File: src/rtl/mlp_layer_seq.sv
// mlp_layer_seq: run-time programmable layer sequencer for the fully-connected
// inference datapath. Streams operand/weight addresses for each layer into the
// PU, waits for the PU to finish, then commits the result to a ping-pong temp
// bank (or to y on the last layer).
//
// state  | meaning
// -------+---------------------------------------------------------------
// IDLE   | waiting for start; table writable
// CLR    | one-cycle PU accumulator clear before a layer
// STREAM | issuing addresses 0..len-1 to operand and weight buffers
// WAIT   | waiting for the PU to report the layer complete
// WB     | one-cycle commit to temp bank (or y on the last layer)
// DONE   | inference finished; table writable; start allowed again
module mlp_layer_seq #(
  parameter int NUM_LAYERS = 6,
  parameter int ADDR_W     = 10,
  parameter int LAYER_W    = 3
) (
  input  logic               clk,
  input  logic               rst_n,
  input  logic               start_i,
  input  logic               abort_i,
  input  logic               cfg_we_i,
  input  logic [LAYER_W-1:0] cfg_layer_i,
  input  logic [ADDR_W-1:0]  cfg_len_i,
  input  logic               pu_done_i,
  output logic               src_en_o,
  output logic [1:0]         src_sel_o,
  output logic [ADDR_W-1:0]  src_addr_o,
  output logic               w_en_o,
  output logic [LAYER_W-1:0] w_sel_o,
  output logic [ADDR_W-1:0]  w_addr_o,
  output logic               acc_clr_o,
  output logic               pu_valid_o,
  output logic               pu_last_o,
  output logic               wb_en_o,
  output logic               wb_sel_o,
  output logic               y_wen_o,
  output logic [LAYER_W-1:0] layer_o,
  output logic               busy_o,
  output logic               err_o,
  output logic               done_intr_o,
  output logic               done_led_o
);

  typedef enum logic [2:0] {
    S_IDLE   = 3'd0,
    S_CLR    = 3'd1,
    S_STREAM = 3'd2,
    S_WAIT   = 3'd3,
    S_WB     = 3'd4,
    S_DONE   = 3'd5
  } state_t;

  state_t              state_q, state_d;
  logic [ADDR_W-1:0]   len_q [NUM_LAYERS];
  logic [ADDR_W-1:0]   count_q, count_d;
  logic [LAYER_W-1:0]  layer_q, layer_d;
  logic                pu_valid_q, pu_valid_d;
  logic                pu_last_q, pu_last_d;
  logic                err_q, err_d;
  logic                done_intr_q, done_intr_d;
  logic                done_led_q, done_led_d;

  logic                busy;
  logic                tbl_ok;
  logic                start_ok;
  logic [ADDR_W-1:0]   cur_len;
  logic                last_beat;
  logic                last_layer;
  logic                cfg_idx_ok;

  assign busy       = (state_q != S_IDLE) && (state_q != S_DONE);
  assign cur_len    = len_q[layer_q];
  // Compare against len-1 so a full-range length never needs count to wrap.
  assign last_beat  = (count_q == (cur_len - ADDR_W'(1)));
  assign last_layer = (layer_q == LAYER_W'(NUM_LAYERS - 1));
  assign cfg_idx_ok = (32'(cfg_layer_i) < NUM_LAYERS);

  // Table is only startable when every layer has a nonzero length.
  always_comb begin
    tbl_ok = 1'b1;
    for (int i = 0; i < NUM_LAYERS; i++) begin
      if (len_q[i] == '0) tbl_ok = 1'b0;
    end
  end

  // Layer-length table; writes blocked while a run is in flight.
  always_ff @(posedge clk) begin
    if (!rst_n) begin
      for (int i = 0; i < NUM_LAYERS; i++) len_q[i] <= '0;
    end else if (cfg_we_i && !busy && cfg_idx_ok) begin
      len_q[cfg_layer_i] <= cfg_len_i;
    end
  end

  // State register.
  always_ff @(posedge clk) begin
    if (!rst_n) state_q <= S_IDLE;
    else        state_q <= state_d;
  end

  // Next-state logic; abort overrides every other transition while busy.
  always_comb begin
    state_d  = state_q;
    start_ok = 1'b0;
    err_d    = 1'b0;
    unique case (state_q)
      S_IDLE, S_DONE: begin
        if (start_i) begin
          if (tbl_ok) begin
            start_ok = 1'b1;
            state_d  = S_CLR;
          end else begin
            err_d = 1'b1;
          end
        end
      end
      S_CLR:    state_d = S_STREAM;
      S_STREAM: if (last_beat) state_d = S_WAIT;
      // The pu_last cycle cannot complete the layer: the final sample is
      // only just arriving at the PU.
      S_WAIT:   if (pu_done_i && !pu_last_q) state_d = S_WB;
      S_WB:     state_d = last_layer ? S_DONE : S_CLR;
      default:  state_d = S_IDLE;
    endcase
    if (abort_i && busy) state_d = S_IDLE;
  end

  // Datapath next values: counter, layer index, delayed valid/last, flags.
  always_comb begin
    count_d     = (state_q == S_STREAM) ? count_q + ADDR_W'(1) : '0;
    layer_d     = layer_q;
    pu_valid_d  = (state_q == S_STREAM) && !abort_i;
    pu_last_d   = (state_q == S_STREAM) && last_beat && !abort_i;
    done_intr_d = 1'b0;
    done_led_d  = done_led_q;
    if (start_ok) begin
      layer_d    = '0;
      done_led_d = 1'b0;
    end
    if (state_q == S_WB && !abort_i) begin
      if (last_layer) begin
        done_intr_d = 1'b1;
        done_led_d  = 1'b1;
      end else begin
        layer_d = layer_q + LAYER_W'(1);
      end
    end
  end

  // Datapath registers.
  always_ff @(posedge clk) begin
    if (!rst_n) begin
      count_q     <= '0;
      layer_q     <= '0;
      pu_valid_q  <= 1'b0;
      pu_last_q   <= 1'b0;
      err_q       <= 1'b0;
      done_intr_q <= 1'b0;
      done_led_q  <= 1'b0;
    end else begin
      count_q     <= count_d;
      layer_q     <= layer_d;
      pu_valid_q  <= pu_valid_d;
      pu_last_q   <= pu_last_d;
      err_q       <= err_d;
      done_intr_q <= done_intr_d;
      done_led_q  <= done_led_d;
    end
  end

  // Moore outputs decoded from the current state.
  always_comb begin
    src_en_o   = 1'b0;
    src_sel_o  = 2'b00;
    src_addr_o = '0;
    w_en_o     = 1'b0;
    w_sel_o    = '0;
    w_addr_o   = '0;
    acc_clr_o  = 1'b0;
    wb_en_o    = 1'b0;
    wb_sel_o   = 1'b0;
    y_wen_o    = 1'b0;
    unique case (state_q)
      S_CLR: acc_clr_o = 1'b1;
      S_STREAM: begin
        src_en_o   = 1'b1;
        src_addr_o = count_q;
        w_en_o     = 1'b1;
        w_addr_o   = count_q;
        w_sel_o    = layer_q;
        // Layer k reads the bank that layer k-1 wrote: odd k -> A, even k -> B.
        if (layer_q == '0)  src_sel_o = 2'b00;
        else if (layer_q[0]) src_sel_o = 2'b01;
        else                 src_sel_o = 2'b10;
      end
      S_WB: begin
        if (last_layer) begin
          y_wen_o = 1'b1;
        end else begin
          wb_en_o  = 1'b1;
          wb_sel_o = layer_q[0];
        end
      end
      default: ;
    endcase
  end

  assign pu_valid_o  = pu_valid_q;
  assign pu_last_o   = pu_last_q;
  assign layer_o     = layer_q;
  assign busy_o      = busy;
  assign err_o       = err_q;
  assign done_intr_o = done_intr_q;
  assign done_led_o  = done_led_q;

endmodule

File: config.mk
export PLATFORM = sky130hd
export DESIGN_NAME = mlp_layer_seq
export DESIGN_NICKNAME = d
export VERILOG_FILES = /design/src/rtl/mlp_layer_seq.sv
export SDC_FILE = /design/constraint.sdc
export NUM_CORES = 1
export LEC_CHECK = 0
export CAP_MARGIN = 15
export CORE_UTILIZATION = 59
export CTS_CLUSTER_DIAMETER = 100
export CTS_CLUSTER_SIZE = 12
export DETAILED_ROUTE_END_ITERATION = 12
export GPL_TIMING_DRIVEN = 1
export HOLD_SLACK_MARGIN = 0.15
export PLACE_DENSITY = 0.83
export SLEW_MARGIN = 20
export SYNTH_ARGS = -nofsm -noshare
export SYNTH_HDL_FRONTEND = slang
export SYNTH_SLANG_ARGS = --single-unit
File: constraint.sdc
create_clock -name clk -period 8.3 [get_ports clk]
set_input_delay 1.245 -clock clk [delete_from_list [all_inputs] [get_ports clk]]
set_output_delay 1.245 -clock clk [all_outputs]
set_load 0.05 [all_outputs]
=== After elaboration in Yosys (flattened, before gate mapping) ===
Memories as Yosys holds them, arrays and structs flattened. A register that Yosys moved wholly into a read port is not among the register bits.
Cells that the tools add are included.

* $add $sub $neg: 3
* Multipliers: 0
* Div/mod/pow operators: 0
* Order comparisons: 1
* Equality and inequality tests: 12
* Shifts and indexed selects: 0
* Muxes and demuxes: 43
* Bitwise operators: 1
* Reductions and logical operators: 28

{| class="wikitable"
|+ Operators with widths
! cell !! count
|-
| $logic_not A10 Y1 || 6
|-
| $mux W3 || 11
|-
| $mux W1 || 26
|-
| $mux W10 || 2
|-
| $pmux W3 S5 || 1
|-
| $add A10 B1 Y10 const B || 1
|-
| $eq A10 B10 Y1 || 1
|-
| $reduce_or A10 Y1 || 1
|-
| $sub A10 B1 Y10 const B || 1
|-
| $eq A3 B3 Y1 const B || 3
|-
| $logic_and A1 B1 Y1 || 9
|-
| $ne A2 B2 Y1 const B || 4
|-
| $eq A3 B2 Y1 const B || 2
|-
| $logic_not A3 Y1 || 2
|-
| $mux W2 || 3
|-
| $reduce_and A2 Y1 || 2
|-
| $reduce_and A4 Y1 || 1
|-
| $reduce_or A2 Y1 || 2
|-
| $add A3 B1 Y3 const B || 1
|-
| $eq A3 B1 Y1 const B || 1
|-
| $logic_not A1 Y1 || 3
|-
| $lt A3 B3 Y1 const B || 1
|-
| $ne A3 B3 Y1 const B || 1
|-
| $reduce_and A3 Y1 || 1
|-
| 2 further kinds || 2
|}

* Register bits: 21
* Latch bits: 0
* Memory bits (writable): 60
* Memory bits (read-only): 0
* Input bits: 19
* Output and inout bits: 40
* Logic and storage cells: 97
* Memories kept: 1

{| class="wikitable"
|+ Memories
! name !! words !! width !! rd ports !! clocked after memory_dff !! wr ports !! line !! RTL
|-
| len_q || 6 || 10 || 7 || 1 || 6 || 56 || <nowiki>logic [ADDR_W-1:0] len_q [NUM_LAYERS];</nowiki>
|}

=== Depth between registers and ports, before layout ===
Gate-level depths: netlist of the first run.

* Depth in word-level cells: 14
* Mapped depth: 11
* Gate-level depth less buffers: 9

=== Worst setup path after synthesis of the first run ===
No wires, ideal clock.

* Path kind: reg-to-output
* From: reg layer_q[0] (netlist: layer_o[0])
* To: out src_sel_o[0]
* Arrival time: 2.936 ns
* Path slack: 4.119 ns
* Stages on the path, launching flop included: 7
* Cell sequence: dfxtp_1 > buf_6 > buf_4 > inv_1 > ha_1 > nor2b_1 > nor4_1

* Cells in the longest elaborated chain, start to end: 3

{| class="wikitable"
|+ RTL lines
! element !! line !! RTL
|-
| start: declaration || 58 || <nowiki>logic [LAYER_W-1:0] layer_q, layer_d;</nowiki>
|-
| start signal: assignment || 164 || <nowiki>layer_q <= layer_d;</nowiki>
|-
| $logic_not A3 Y1 or $mux W2 (tied branches) || 194, 195 ||
|-
| $mux W2 (*) || 194 || <nowiki>if (layer_q == '0) src_sel_o = 2'b00;</nowiki>
|-
| $mux W2 (*) || 185 || <nowiki>unique case (state_q)</nowiki>
|-
| end: declaration || 28 || <nowiki>output logic [1:0] src_sel_o,</nowiki>
|}

Every way passes the cells marked *; elsewhere a longest branch is shown, timed or not.

=== Final worst setup path of the first run ===
* From: reg layer_q[1] (netlist: layer_o[1])
* To: out wb_sel_o

* Cells in the longest elaborated chain, start to end: 3

{| class="wikitable"
|+ RTL lines
! element !! line !! RTL
|-
| $eq A3 B3 Y1 || 77 || <nowiki>assign last_layer = (layer_q == LAYER_W'(NUM_LAYERS - 1));</nowiki>
|-
| $mux W1 || 199 || <nowiki>if (last_layer) begin</nowiki>
|-
| $mux W1 || 185 ||
|-
| end: declaration || 37 || <nowiki>output logic wb_sel_o,</nowiki>
|}

Every way passes these cells.

==> results.md, run 1 <==
- Final Max Tran Viols: 0
- Slew @ Worst Pin: between 0.7 and 0.8 ns
- Setup_tns: 0 ns
- Crit path capture type: primary output
- Slew HR: about 50%
- Reg clk slew, reported paths: ~0.1 ns
- Post-cts resize count: 0
- Clock sinks: 101
- Clk network pwr share: 25.0%
- Crit path time final: around 4.0 ns
- DRT antenna net count: 0
- Cts bufs inserted: 9
- Syn Area/Cell: roughly 12 um2
- Share of layout cells above drive strength 1: about an eighth
- Post-DP HPWL: about 8500 um
- Synth-to-layout area growth: 16.0%
- Clock Tree Buf Depth: 2
- Layout Nets: roughly 530
- Top cells by area, synth: edfxtp_1 47%, dfxtp_1 8.1%, mux4_2 7.9%, nor2_1 5.0%, and2_1 2.8%
- Row count: 33
- Overall Power: about 0.0012 W
- Placed cell areas: ~5800 um2
- Yosys top cell by area: edfxtp_1
- Worst-Skew Late Latency: 0.36 ns
- Net switching power figure: 0.000377 W
- VDD IR max: 0.110 mV
- Post-route DRC: 0
- Final-report hold violation count: 0
- Placer Congestion: roughly 0.84
- Critical-path maximum fanout: 11
- Vias: ~3600
- Cell with the most instances after synthesis: edfxtp_1
- Die width: 95.5 um
- Post-CTS setup buffers: 0
- Status: complete, no violations
- Flops & latches, synth: 101
- Clock Root Buffer: clkbuf_8
- Crit path DAT: about 2.7 ns
- ANT cells: 0
- Post-synth cell types: 58
- Max_cap viols: 0
- Die area: between 9000 and 10000 um2
- Synthesized instance count: between 400 and 500
- Sequential power share: 51.9%
- Main flop type after synthesis: edfxtp_1
- Initial DRC Count: approximately 190
- Drt pass-1 iters: 4
- RR Startpoint: layer_o[0]$_SDFF_PN0_
- Worst Hold Slack: about 0.48 ns
- Final worst-path cycle share: roughly 48%
- Final wirelength: ~11000 um
- Post-synth EDFFs: 80
- Static Leak: about 2.1 nW
- HP Class: reg2reg
- Remaining Overflow, GRT: 0
- Largest net degree at the start of global routing: 30
- Setup Skew: 0.0104 ns
- Worst Path Required: approximately 7 ns
- Htree depth: 3
- Starting density of the core: 61.9%
- CTS tree: yes
- Setup violators final: 0
- Total placed cells including tap cells: roughly 600
- CTS Hold Bufs: 0
- Register area share after synthesis: 54.7%
- Crit. Startpoint: layer_o[1]$_SDFF_PN0_
- P_int: approximately 0.00080 W
- Drt via density: about 6
- RSZ-0062 raised after global routing: false
- Fin area: roughly 6000 um2
- Comb pwr share: 23.1%
- Max frequency: 253 MHz
- Critical Path Source Type: flip-flop
- Antenna violations before repair: 0
- Async SR Flop Fraction: 0%
- Global-route wire length before repair: 17800 um
- HP Start: done_led_o$_SDFF_PN0_
- Setup CP Type: reg2out
- Core area: 8340 um2
- Yosys top cell area share: 46.5%
- P per Cell Area: 196 nW/um2
- Non-Filler Instances: 612
- Switching share of power: 32.2%
- Vias in the first global route: about 3500
- Port-buffer cells: 58
- GR Util All Layers: 27.0%
- Top cells by count, synth: 80 x edfxtp_1, 69 x nor2_1, 34 x nand2_1
- Io pins: 59
- Vert. Die Dim: between 90 and 100 um
- Cell area after synthesis: between 5000 and 6000 um2
- Avg WL per Cell: approximately 18 um
- YS warnings: 0
## area by class of cell
class / count / area [um2]
multi-input combinational: 307 / 2160
clock buffer: 9 / 124
inverter: 21 / 78.8
clock inverter: 7 / 57.6
timing repair buffer: 62 / 611
sequential: 101 / 2820
tap: 105 / 131
fill: 603 / 2350
## final timing paths
kind / end / slack (ns) / depth (start not counted)
setup reg to reg: state_q[2]$_SDFFE_PP0P_ / 4.53 / 9
setup / recovery: wb_sel_o / 4.34 / 5
hold / removal: done_led_o$_SDFF_PN0_ / 0.48 / 2
hold reg to reg: done_led_o$_SDFF_PN0_ / 0.48 / 2
## metal layers
metal | vias up | track usage [%] | routed length, um
met4 | 0 | 9.70 | 249
met3 | 24 | 3.99 | 587
met5 | - | 0 | 0
met2 | 132 | 49.2 | 6020
li1 | 1686 | - | -
met1 | 1753 | 32.3 | 4380
## metrics by stage
stage	setup WS, ns	util (%)
2_1_floorplan	4.12	-
3_3_place_gp	4.22	69.6
3_5_place_dp	4.03	69.6
4_1_cts	4.34	71.7
5_1_grt	4.15	71.8
6_report	4.34	71.8
## cells by family (layout without fill, tap and decap cells)
| family | after synthesis | count (layout) | synth area share [%] |
|---|---|---|---|
| adder cells (fa/ha/maj) | 5 | 5 | 1.21 |
| flip-flops | 101 | 101 | 54.7 |
| other | 1 | 20 | 0.0727 |
| AO/OA/AOI/OAI | 33 | 33 | 4.85 |
| buffers and inverters | 50 | 99 | 4.87 |
| XOR/XNOR | 20 | 20 | 3.54 |
| AND/OR/NAND/NOR | 195 | 195 | 19.1 |
| multiplexers | 34 | 34 | 11.7 |
## power groups by stage
stage | logic, W | registers, W | clock network, W
3_3_place_gp | 0.000262 | 0.000618 | 0
2_1_floorplan | 0.000197 | 0.000615 | 0
4_1_cts | 0.000270 | 0.000608 | 0.000294
6_report | 0.000270 | 0.000609 | 0.000293
5_1_grt | 0.000294 | 0.000614 | 0.000314
3_5_place_dp | 0.000268 | 0.000620 | 0
## cell usage in the layout (no fill, tap or decap), types with 6 or more instances in the layout
cell type / Yosys / routed
inv_1: 12 / 12
xnor2_1: 11 / 11
nand2_1: 34 / 34
a21oi_1: 7 / 7
xor2_1: 8 / 8
mux4_2: 18 / 18
inv_2: 9 / 9
nor3_1: 12 / 12
and2_1: 23 / 23
or4_1: 8 / 8
nor4_1: 11 / 11
clkdlybuf4s50_1: 0 / 58
conb_1: 1 / 20
nand3_1: 11 / 11
nor2_1: 69 / 69
clkbuf_8: 0 / 9
nand2b_1: 6 / 6
dfxtp_1: 21 / 21
edfxtp_1: 80 / 80
mux2_2: 6 / 6
## sequential cells by signal, indices dropped and copies added (netlist names)
signal / count
count_q: 10
err_o: 1
pu_last_o: 1
done_led_o: 1
pu_valid_o: 1
len_q: 80
done_intr_o: 1
state_q: 3
layer_o: 3
## critical path, cell delays in order, from the launching register on
cell,delay (ns)
dfxtp_1,0.63
inv_2,0.27
ha_1,0.27
a21oi_1,0.22
and2_1,0.17
clkdlybuf4s50_1,0.80
Power figures use the tool's default switching activity.
==> run 2, diff against run 1 <==
--- a/config.mk
+++ b/config.mk
@@ -6,13 +6,13 @@
 export NUM_CORES = 1
 export LEC_CHECK = 0
 export CAP_MARGIN = 15
-export CORE_UTILIZATION = 59
+export CORE_UTILIZATION = 56
 export CTS_CLUSTER_DIAMETER = 100
 export CTS_CLUSTER_SIZE = 12
 export DETAILED_ROUTE_END_ITERATION = 12
 export GPL_TIMING_DRIVEN = 1
 export HOLD_SLACK_MARGIN = 0.15
-export PLACE_DENSITY = 0.83
+export PLACE_DENSITY = 0.8
 export SLEW_MARGIN = 20
 export SYNTH_ARGS = -nofsm -noshare
 export SYNTH_HDL_FRONTEND = slang
==> constraint.sdc (replaced) <==
create_clock -name clk -period 3.7 [get_ports clk]
set_input_delay 0.555 -clock clk [delete_from_list [all_inputs] [get_ports clk]]
set_output_delay 0.555 -clock clk [all_outputs]
set_load 0.05 [all_outputs]
==> run 2 against run 1 <==
Compared with the run above:
- the flow now finishes with violations (design-rule violations)
- global-route usage fell by 2.3 points
- cell area up 1.3%
- clock-buffer cell count grew 1
- largest power group unchanged
- via count grew 0.97%
- routed wire length decreased by 1.4%
- critical endpoint is now state_q[2]$_SDFFE_PP0P_
==> results.md, run 2 (synthesized netlist as in run 1, its figures left out) <==
- Layout Nets: 533 (+1.3%)
- Reg clk slew, reported paths: 0.10 ns (about the same)
- Final wirelength: 11100 um (-1.4%)
- Synth-to-layout area growth: 17.5%
- RSZ-0062 raised after global routing: false
- Hold EP: done_led_o$_SDFF_PN0_
- Worst Path Required: 3.97 ns (-3.08 ns)
- Static Leak: 2.17 nW (+2.4%)
- Crit path time final: approximately 3.5 ns
- Drt pass-1 iters: 9 (+5)
- Most common cell after layout, fill and taps aside: edfxtp_1
- Met3 usage: 4.58% (+0.59 points)
- CTS tree: yes
- Cts bufs inserted: 9 (unchanged)
- Critical Path Source Type: flip-flop
- Max frequency: around 290 MHz
- P per Cell Area: 449 nW/um2 (+130%)
- Failing checks: design-rule violations
- RR Startpoint: layer_o[2]$_SDFF_PN0_
- Htree depth: 3 (unchanged)
- Worst Hold Slack: 0.469 ns (-0.00632 ns)
- Placer Congestion: 0.973 (+15%)
- Total placed cells including tap cells: 606 (+1.7%)
- Avg WL per Cell: 17.8 um (-2.9%)
- Register-to-Register Path Depth: 8 (-1)
- GR Layer Usage met2: 40.3% (-8.9 points)
- Post-CTS setup buffers: 0 (unchanged)
- Final-report hold violation count: 0 (unchanged)
- Remaining Overflow, GRT: 0 (unchanged)
- Slew HR: 51.6% (+0.37 points)
- Core area: 8810 um2 (+5.6%)
- Die area: 9600 um2 (+5.2%)
- Multi-input gate area: 2160 um2 (-0.29%)
- Largest regs: len_q x80, count_q x10
- Final Max Tran Viols: 0 (unchanged)
- Setup_tns: 0 ns (unchanged)
- GR peak layer: met2
- Row count: 34 (+3.0%)
- Critical-path maximum fanout: 15 (+4)
- Global-route wire length before repair: 17900 um (+0.47%)
- DRT antenna net count: 0 (unchanged)
- Reg2Reg Setup Slack: 0.24 ns (-4.29 ns)
- FILL cells: 629 (+4.3%)
- Antenna violations before repair: 0 (unchanged)
- Post-DP HPWL: 8360 um (-2.1%)
- Port-buffer cells: 58 (unchanged)
- Final worst slack: 0.240 ns (-4.10 ns)
- Post-route DRC: 7 (+7)
- Final core utilization: 68.9% (-2.9 points)
- Setup Skew: 0.00500 ns (-0.00539 ns)
- VDD IR max: 0.299 mV (+170%)
- Vert. Die Dim: 98 um (+2.6%)
- Die width: 98 um (+2.6%)
- Crit. Startpoint: layer_o[2]$_SDFF_PN0_
- Register Area: 2820 um2 (about the same)
- Final worst-path cycle share: 93.5%
- Setup violators final: 0 (unchanged)
- Pre-CTS WS: 0.282 ns (-3.75 ns)
- Setup CP Type: reg2reg
- ANT cells: 0 (unchanged)
- Largest register FFs: 80 (unchanged)
- HP Start: done_led_o$_SDFF_PN0_
- Starting density of the core: 58.6% (-3.3 points)
- Highest-count cells in the layout ignoring fill and taps: 80 x edfxtp_1, 69 x nor2_1, 58 x clkdlybuf4s50_1, 34 x nand2_1, 23 x and2_1
- Met1 GRT Util: 32.3% (about the same)
- Initial DRC Count: 361 (+89%)
- Crit path capture type: flip-flop
- GR Util All Layers: 24.6% (-2.3 points)
- Reg2Reg Capture Point: state_q[2]$_SDFFE_PP0P_
- Max_cap viols: 0 (unchanged)
- Slew @ Worst Pin: 0.720 ns (-0.0102 ns)
- CTS Hold Bufs: 0 (unchanged)
- Drt via density: 5.84 (-0.65%)
- Crit path DAT: 3.73 ns (+1.02 ns)
- Largest register by flop count: len_q
- Non-Filler Instances: 622 (+1.6%)
- HP Class: reg2reg
- Clock Tree Buf Depth: 2 (unchanged)
- Clock sinks: 101 (unchanged)
- Io pins: 59 (unchanged)
- Status: finished, violations left
- Vias in the first global route: 3460 (-0.20%)
- Vias: 3630 (+0.97%)
- Clock Root Buffer: clkbuf_8
- Post-cts resize count: 0 (unchanged)
- Share of layout cells above drive strength 1: 13.4% (+1.2 points)
- Worst-Skew Late Latency: 0.37 ns (about the same)
- Largest net degree at the start of global routing: 19 (-37%)
- Hold-critical path depth: 2 (unchanged)
==> run 2: changes by cell type in the layout (fill, tap and decap cells not counted) <==
cell and delta:
nor4b_1 +1, bufinv_16 +1, clkinvlp_4 -1, nor4b_2 -1, dfxtp_1 -1, inv_6 -1, dfxtp_2 +1, buf_4 +7
clkbuf_1 +1, clkinv_1 -1, inv_8 +1
==> run 2: cell type report <==
type,count,area share [%]
clock inverter,6,1.30
inverter,21,1.30
clock buffer,10,2.10
tap,108,2.23
timing repair buffer,69,10.9
multi-input combinational,307,35.6
sequential,101,46.6
==> run 2: metal layers <==
metal  share of wire, %  vias to the layer above
li1                   -                     1698
met1                 43                     1738
met2                 48                      170
met3                6.9                       24
met4                2.6                        0
met5                  0                        -
==> run 2: through the flow <==
stage / power (W) / instance area [um2]
after detailed placement: 0.00201 / 5860
after CTS: 0.00273 / 6070
after global placement: 0.00199 / 5860
after global routing: 0.00283 / 6070
after floorplan: 0.00182 / 5230
final: 0.00273 / 6070
==> run 2: worst max-delay path, stage by stage, from the launching register on <==
cell     delay (ns)
dfxtp_1        0.70
mux4_2         0.39
mux2_2         0.30
or3_4          0.43
or4_1          0.53
xnor2_1        0.16
nor2_1         0.11
or4b_1         0.48
o221a_1        0.26
==> run 2: worst max-delay path by stage <==
stage / end / depth (start not counted)
after floorplan: state_q[2]$_SDFFE_PP0P_ / 11
after global routing: state_q[2]$_SDFFE_PP0P_ / 10
final: state_q[2]$_SDFFE_PP0P_ / 8
after CTS: state_q[2]$_SDFFE_PP0P_ / 8
after global placement: state_q[2]$_SDFFE_PP0P_ / 8
after detailed placement: state_q[2]$_SDFFE_PP0P_ / 8
==> run 2: report_power, final <==
group | total [W] | internal, W | switching [W]
combinational | 0.000616 | 0.000234 | 0.000381
clock | 0.000734 | 0.000327 | 0.000407
sequential | 0.00138 | 0.00131 | 0.0000642
